===== config.mk =====
export PLATFORM = sky130hd
export DESIGN_NAME = sonic_scheduler
export DESIGN_NICKNAME = d
export VERILOG_FILES = /design/src/rtl/sonic_scheduler.sv
export SDC_FILE = /design/constraint.sdc
export NUM_CORES = 1
export LEC_CHECK = 0
export ABC_AREA = 1
export BUFFER_PORTS_ARGS = -buffer_cell sky130_fd_sc_hd__buf_2
export CAP_MARGIN = 15
export CORE_MARGIN = 1
export CORE_UTILIZATION = 60
export CTS_BUF_LIST = sky130_fd_sc_hd__clkbuf_16
export CTS_CLUSTER_DIAMETER = 200
export DETAILED_ROUTE_END_ITERATION = 10
export PLACE_DENSITY = 0.84
export SLEW_MARGIN = 10
export SYNTH_ARGS = -nofsm -noshare
export SYNTH_HDL_FRONTEND = slang
export SYNTH_SLANG_ARGS = --single-unit

===== constraint.sdc =====
create_clock -name clk -period 10.93 [get_ports clk]
set_input_delay 1.093 -clock clk [delete_from_list [all_inputs] [get_ports clk]]
set_output_delay 1.093 -clock clk [all_outputs]
set_load 0.02 [all_outputs]

===== src/rtl/sonic_scheduler.sv =====
// Round-robin scheduler that shares one ultrasonic ranging engine among four sensors.
// Each measurement is trigger, echo wait, echo timing, report and settle, all paced by a 1 us tick.
module sonic_scheduler #(
   parameter int TICK_DIV   = 100,
   parameter int TRIG_US    = 10,
   parameter int TIMEOUT_US = 30000,
   parameter int GAP_US     = 60000
) (
   input  logic        clk,
   input  logic        rst,
   input  logic [3:0]  enable,
   input  logic [3:0]  echo,
   output logic [3:0]  trig,
   output logic [19:0] dist_out,
   output logic [1:0]  dist_id,
   output logic        dist_valid,
   output logic        timeout,
   output logic [79:0] dist_all,
   output logic        busy
);

   typedef enum logic [2:0] {IDLE, TRIG, WAIT_RISE, MEASURE, REPORT, GAP} state_e;

   localparam logic [19:0] FAR_DIST = 20'hFFFFF;

   state_e            state_q, state_d;
   logic [31:0]       presc_q, presc_d;
   logic [31:0]       tick_cnt_q, tick_cnt_d;
   logic [15:0]       count_q, count_d;
   logic [1:0]        sel_q, sel_d;
   logic [19:0]       dist_out_q, dist_out_d;
   logic [1:0]        dist_id_q, dist_id_d;
   logic              dist_valid_q, dist_valid_d;
   logic              timeout_q, timeout_d;
   logic [3:0][19:0]  dist_all_q, dist_all_d;
   logic [3:0]        echo_s1_q, echo_s1_d;
   logic [3:0]        echo_s2_q, echo_s2_d;
   logic [3:0]        echo_s3_q, echo_s3_d;

   logic              tick;
   logic [3:0]        rise_vec, fall_vec;
   logic              rise, fall;
   logic              report, report_tmo;
   logic [16:0]       meas;
   logic [23:0]       prod;
   logic [19:0]       dist_new;
   logic [1:0]        next_sel, cand;
   logic              found;

   always_comb begin
      // NOTE: every variable gets a default before the case so no path leaves one unassigned, which would infer a latch.
      state_d      = state_q;
      count_d      = count_q;
      sel_d        = sel_q;
      dist_out_d   = dist_out_q;
      dist_id_d    = dist_id_q;
      dist_valid_d = 1'b0;
      timeout_d    = timeout_q;
      dist_all_d   = dist_all_q;
      echo_s1_d    = echo;
      echo_s2_d    = echo_s1_q;
      echo_s3_d    = echo_s2_q;
      report       = 1'b0;
      report_tmo   = 1'b0;

      tick     = (presc_q == 32'(TICK_DIV - 1));
      rise_vec = echo_s2_q & ~echo_s3_q;
      fall_vec = ~echo_s2_q & echo_s3_q;
      rise     = rise_vec[sel_q];
      fall     = fall_vec[sel_q];

      // A tick landing on the fall cycle still belongs to the echo pulse.
      meas     = {1'b0, count_q} + 17'(tick);
      prod     = 24'(meas) * 24'd17;
      dist_new = 20'(prod / 24'd1000);

      next_sel = sel_q;
      found    = 1'b0;
      cand     = sel_q;
      for (int i = 1; i <= 4; i++) begin
         cand = sel_q + 2'(i);
         if (!found && enable[cand]) begin
            next_sel = cand;
            found    = 1'b1;
         end
      end

      case (state_q)
         IDLE: begin
            if (|enable) begin
               sel_d   = next_sel;
               state_d = TRIG;
            end
         end
         TRIG: begin
            if (tick && tick_cnt_q == 32'(TRIG_US - 1)) state_d = WAIT_RISE;
         end
         WAIT_RISE: begin
            if (rise) begin
               state_d = MEASURE;
               count_d = '0;
            end else if (tick && tick_cnt_q == 32'(TIMEOUT_US - 1)) begin
               report     = 1'b1;
               report_tmo = 1'b1;
            end
         end
         MEASURE: begin
            if (fall) begin
               report = 1'b1;
            end else if (count_q == 16'(TIMEOUT_US)) begin
               report     = 1'b1;
               report_tmo = 1'b1;
            end else if (tick) begin
               count_d = count_q + 16'd1;
            end
         end
         REPORT:  state_d = GAP;
         GAP: begin
            if (tick && tick_cnt_q == 32'(GAP_US - 1)) state_d = IDLE;
         end
         default: state_d = IDLE;
      endcase

      // Result registers load on entry to REPORT so data and strobe share the REPORT cycle.
      if (report) begin
         state_d           = REPORT;
         dist_valid_d      = 1'b1;
         dist_id_d         = sel_q;
         timeout_d         = report_tmo;
         dist_out_d        = report_tmo ? FAR_DIST : dist_new;
         dist_all_d[sel_q] = dist_out_d;
      end

      presc_d    = presc_q + 32'd1;
      tick_cnt_d = tick_cnt_q;
      if (state_d != state_q) begin
         presc_d    = '0;
         tick_cnt_d = '0;
      end else if (tick) begin
         presc_d    = '0;
         tick_cnt_d = tick_cnt_q + 32'd1;
      end
   end

   // NOTE: sequential state uses non-blocking assignments only, so every flop samples pre-edge values.
   always_ff @(posedge clk) begin
      if (!rst) begin
         state_q      <= IDLE;
         presc_q      <= '0;
         tick_cnt_q   <= '0;
         count_q      <= '0;
         sel_q        <= 2'd3;
         dist_out_q   <= FAR_DIST;
         dist_id_q    <= '0;
         dist_valid_q <= 1'b0;
         timeout_q    <= 1'b0;
         // NOTE: the per-sensor result array is reset too; its far value keeps consumers idle until real data.
         dist_all_q   <= {4{FAR_DIST}};
         echo_s1_q    <= '0;
         echo_s2_q    <= '0;
         echo_s3_q    <= '0;
      end else begin
         state_q      <= state_d;
         presc_q      <= presc_d;
         tick_cnt_q   <= tick_cnt_d;
         count_q      <= count_d;
         sel_q        <= sel_d;
         dist_out_q   <= dist_out_d;
         dist_id_q    <= dist_id_d;
         dist_valid_q <= dist_valid_d;
         timeout_q    <= timeout_d;
         dist_all_q   <= dist_all_d;
         echo_s1_q    <= echo_s1_d;
         echo_s2_q    <= echo_s2_d;
         echo_s3_q    <= echo_s3_d;
      end
   end

   assign trig       = (state_q == TRIG) ? (4'b0001 << sel_q) : 4'b0000;
   assign dist_out   = dist_out_q;
   assign dist_id    = dist_id_q;
   assign dist_valid = dist_valid_q;
   assign timeout    = timeout_q;
   assign dist_all   = dist_all_q;
   assign busy       = (state_q != IDLE);

endmodule


Word-level counts from Yosys, hierarchy flattened. Cells that the tools add are included.

Output and inout bits: 109. Input port bits: 10. Flip-flop bits (word level): 201.

Multiply operators: 1. Magnitude comparators: 5. Bitwise gates (word level): 6. Eq/ne operators: 15. Reduce and logical (&&, ||, !) cells: 19. Add/sub/neg operators: 7. Multiplexer cells: 42. Div/mod/pow operators: 1. Shifts and indexed selects: 1.

Operator list (number): bitwise mux 80 bit (1); adder 32 x 1 -> 32 bit, second input constant (2); 2-to-1 mux 16 bit (4); demux 20 bit (select 2 bit) (1); 2-to-1 mux 20 bit (2); == test 32 x 15 -> 1 bit, second input constant (1); == test 32 x 16 -> 1 bit, second input constant (1); == test 32 x 4 -> 1 bit, second input constant (1); == test 32 x 7 -> 1 bit, second input constant (1); case mux 16 bit (2 select lines) (1); divider 22 x 10 -> 24 bit, second input constant (1); multiplier 17 x 5 -> 22 bit, second input constant (1); case mux 3 bit (6 select lines) (1); adder 16 x 1 -> 17 bit (1); adder 16 x 1 -> 16 bit, second input constant (1); == test 16 x 15 -> 1 bit, second input constant (1); 2-to-1 mux 1 bit (15); 2-to-1 mux 3 bit (5); binary-select mux 1 bit (select 2 bit) (6); less-than comparator 2 x 3 -> 1 bit, second input constant (4); bitwise AND 4 bit (2); != test 2 bit, second input constant (4); inverter 4 bit (2); logical AND 1 bit (7); 21 further kinds (31).

Depth between registers and ports, before layout.
Depth in word-level cells: 14. Depth in mapped cells: 91.

Worst setup path after synthesis. No wires, ideal clock.

Path kind: flip-flop to flip-flop. Start: register presc_q[0]. End: register dist_all_q (netlist bit dist_all[0]). Stages on the path, launching flop included: 81. Arrival: 8.731 ns. Path slack: 2.084 ns. Library setup time: 0.115 ns. Clock period less this slack: 8.846 ns. Path buffers: 0. Cells stage by stage: dfxtp_1 -> ha_1 -> inv_1 -> nor2_1 -> nand4_1 -> nor4_1 -> ha_1 -> ha_1 -> nand3_2 -> nor2_4 -> nand2_1 -> nor2_1 -> xor2_1 -> ha_1 -> ha_1 -> nand2_1 -> nor2_1 -> and2_1 -> (+45 left out) -> nand2_2 -> nand2_1 -> inv_2 -> nand2_2 -> nand2_2 -> nand2_2 -> nand3_2 -> nand2_4 -> nor2_2 -> o21ai_2 -> nand2_1 -> nand2_1 -> nand2_1 -> nor2_1 -> nand2_1 -> nand2_2 -> nand2_1 -> nand2_1.

Cells in the longest elaborated chain, start to end: 7. Elaborated cells on any way between the ends: 11. Classes of those cells: add/sub: 1; mul: 1; div: 1; eq/ne: 1; mux: 6; reduce/logical: 1.

Ends and longest elaborated chain: start: declaration (RTL line 27) `logic [31:0] presc_q, presc_d;`; start signal: assignment (RTL line 164) `presc_q <= presc_d;`; == test 32 x 7 -> 1 bit * (RTL line 66) `tick = (presc_q == 32'(TICK_DIV - 1));`; branches (longest 6 deep; another with divider 22 x 10 -> 24 bit); end signal: assignment (RTL line 158) `dist_all_q <= {4{FAR_DIST}};`; end signal: assignment (RTL line 172) `dist_all_q <= dist_all_d;`; end: declaration (RTL line 35) `logic [3:0][19:0] dist_all_q, dist_all_d;`.

Every way passes the cells marked *. A chain may end at the register's enable or synchronous reset.

Worst setup path in the final report.
Start: register presc_q[0]. End: register dist_all_q (netlist bit dist_all[40]).

The elaborated chain is that of the path after synthesis.

==> run metrics <==
status complete, no violations; distinct cell type count after synthesis 56; Slew headroom 25.03%; DR pass1 iterations 6; drt drc 0; sequential-to-total area share from yosys stat 30.05%; clk buf depth 2; YS warnings 0; Flop pwr share 46.2%; worst hold slack 0.4263 ns; Rows 50; slowest stage delay, CP 0.36 ns; Power Internal 1042 uW; Antenna Violating Nets Remaining 0; post-synthesis register bit count 171; Hold Buf Count CTS 0; first-pass GRT wire length 47350 um; Slew @ Worst Pin 1.122 ns; final wirelength 28630 um; Highest Clock Rate 0.1003 GHz; Initial Util 61.11%; fin crit period 9.966 ns; Most common cell on crit path nand2_1; vias 11310; initial antenna violation count 0; Antenna Diode Count 0; power per cell area 109.4 mW/mm^2; pin count of the biggest net entering global routing 51; Chip Height 139.8 um; Comb power frac 7.1%; Final Hold Vio Count 0; Layout area overhead 11.10%; Detailed Route Iter0 Violations 773; detailed placement HPWL 21690 um; Final Power 1385 uW; synthesized area 0.01139 sq mm; final worst-path cycle share 91.18%; GRT Overall Usage 29.31%; nets 1844; Most used DFF post-synth dfxtp_1; Crit-path slowest cell ha_1; CTS Buf Count 17; Gate Count Post-Synth 1713; Clk pwr share 46.7%; Die W 139.8 um; CP delay by family, top simple AND/OR/NAND/NOR gates; critical path arrival 10.34 ns; Static Leak 0.005658 uW; critical path type flip-flop to flip-flop; Clock Pin Slew Worst Setup and Hold Paths 0.06 ns; Post-synth EDFFs 0; Worst VDD drop 0.00008471 V; Top Ports 119; Post-Syn Nets 1761; Clock Tree Root clkbuf_16; Synth top area share 30.05%; grt ovf 0; Post-Route Utilization 67.89%; port bufs 118; # setup viols final 0; vias in the first global route 10210; CP Max Fanout 8; crit start category flip-flop; TritonCTS clock tree yes; Clock Latency Late Sink 0.44 ns; switching share of power 24.79%; share of layout cells above drive strength 1 17.69%; post-synthesis async set-or-reset flop share 0%; Final Skew 0.007916 ns; RePlAce Congestion 0.9420; Setup TNS 0 ns; CP Data Required Time 11.31 ns; fin cells 2043; Crit. End Element flip-flop; max-cap violations 0; Buf/Inv on CP 9; wire per inst 14.01 um; clk sinks 171; placed cells 2007; Area contributors post-synth dfxtp_1, nand2_1, inv_1, nand3_1, a21oi_1; Die ar. 0.01954 sq mm; Core ar. 0.01864 sq mm; Pins Over Slew Limit 0; area leader, netlist dfxtp_1; mean post-synth cell area 6.650 sq um; Min-Delay Path Class flip-flop to flip-flop; H-tree level count 4; switching pwr 343.4 uW; DR vias/cell 5.535
path summary, 6_finish.rpt:
check                                  start      endpoint  slack [ns]  cells after the start
worst min register to register  echo_s1_q[1]  echo_s2_q[1]        0.43                      2
worst max-delay path              presc_q[0]  dist_all[40]        0.96                     78
worst min-delay path            echo_s1_q[1]  echo_s2_q[1]        0.43                      2
worst max register to register    presc_q[0]  dist_all[40]        0.96                     78
Yosys cell counts (all sizes together) (2+ instances only):
master and instances:
nor4 28, or2 9, nor3b 18, nand4 55, o21bai 7, a21oi 114
o211ai 2, clkbuf 26, a211oi 6, buf 35, xnor2 7, nor3 52
o311ai 2, xor2 38, o21a 5, nand3b 3, nand2 374, and2 6
and3 3, o21ai 111, nor2 169, inv 266, o41ai 3, o31ai 3
ha 37, dfxtp 171, a21boi 3, a31oi 3, nand3 149
worst register-to-register path, delay by kind of cell (launching register included):
kind | cells | cell delay [ns]
buf+inv | 9 | 0.84
simple gates | 56 | 6.18
flops | 1 | 0.35
compound gates | 7 | 1.07
fa+ha+maj | 5 | 1.24
xor+xnor | 1 | 0.23
placed cells by master, fill, tap and decap left out, types with 27 or more instances in the layout:
cell type,netlist,routed
a21oi_1,112,112
buf_2,5,119
dfxtp_1,171,171
ha_1,37,37
inv_1,236,238
inv_2,30,30
nand2_1,319,314
nand2_2,46,51
nand3_1,129,129
nand4_1,54,54
nor2_1,148,144
nor3_1,51,49
nor4_1,28,27
o21ai_0,82,82
xor2_1,38,37
power groups by stage:
stage	clock network, uW	logic (uW)	registers [uW]
after floorplan	0	75.7	648
after global placement	0	92.4	653
after detailed placement	0	95.9	653
after CTS	651	96.6	639
after global routing	679	113	640
final	647	98.8	639
timing repair:
action | 4_1_cts | 5_1_grt
buffers inserted | 0 | 4
gates resized for setup | 0 | 15
setup endpoints to repair | 0 | 10
flip-flops by register name (all words and copies together) (netlist names):
signal and flops:
count_q 16, dist_all 56, dist_id 2, dist_out 14, dist_valid 1, echo_s1_q 4, echo_s2_q 4, echo_s3_q 4
presc_q 32, sel_q 2, state_q 3, tick_cnt_q 32, timeout 1
layer usage:
metal  share of wire (%)  GRT usage [%]  wire length (um)
met1                  46          38.57             13120
met2                  47          48.95             13510
met3                 4.9          4.405              1416
met4                 2.1          9.717               591
met5                   0              0                 0
stage by stage:
step	setup WS (ns)	area [sq um]
final	0.9639	12660
after global routing	-0.02277	12660
after CTS	0.8514	12570
after detailed placement	0.9322	11950
after global placement	1.187	11940
after floorplan	2.084	11390
area by class of cell:
type | instances | area (sq um)
inverter | 266 | 998.5
clock buffer | 17 | 425.4
fill | 1598 | 5986
tap | 234 | 292.8
clock inverter | 15 | 197.7
sequential | 171 | 3423
timing repair buffer | 125 | 640.6
multi-input combinational | 1215 | 6679
cells by family after synthesis:
| logic type | share of synthesized area, % |
|---|---|
| AND/OR/NAND/NOR | 37.16 |
| flip-flops | 30.05 |
| adder cells (fa/ha/maj) | 4.239 |
| buffers and inverters | 11.82 |
| XOR/XNOR | 3.460 |
| AO/OA/AOI/OAI | 13.28 |
(Power assumes the default switching activity.)
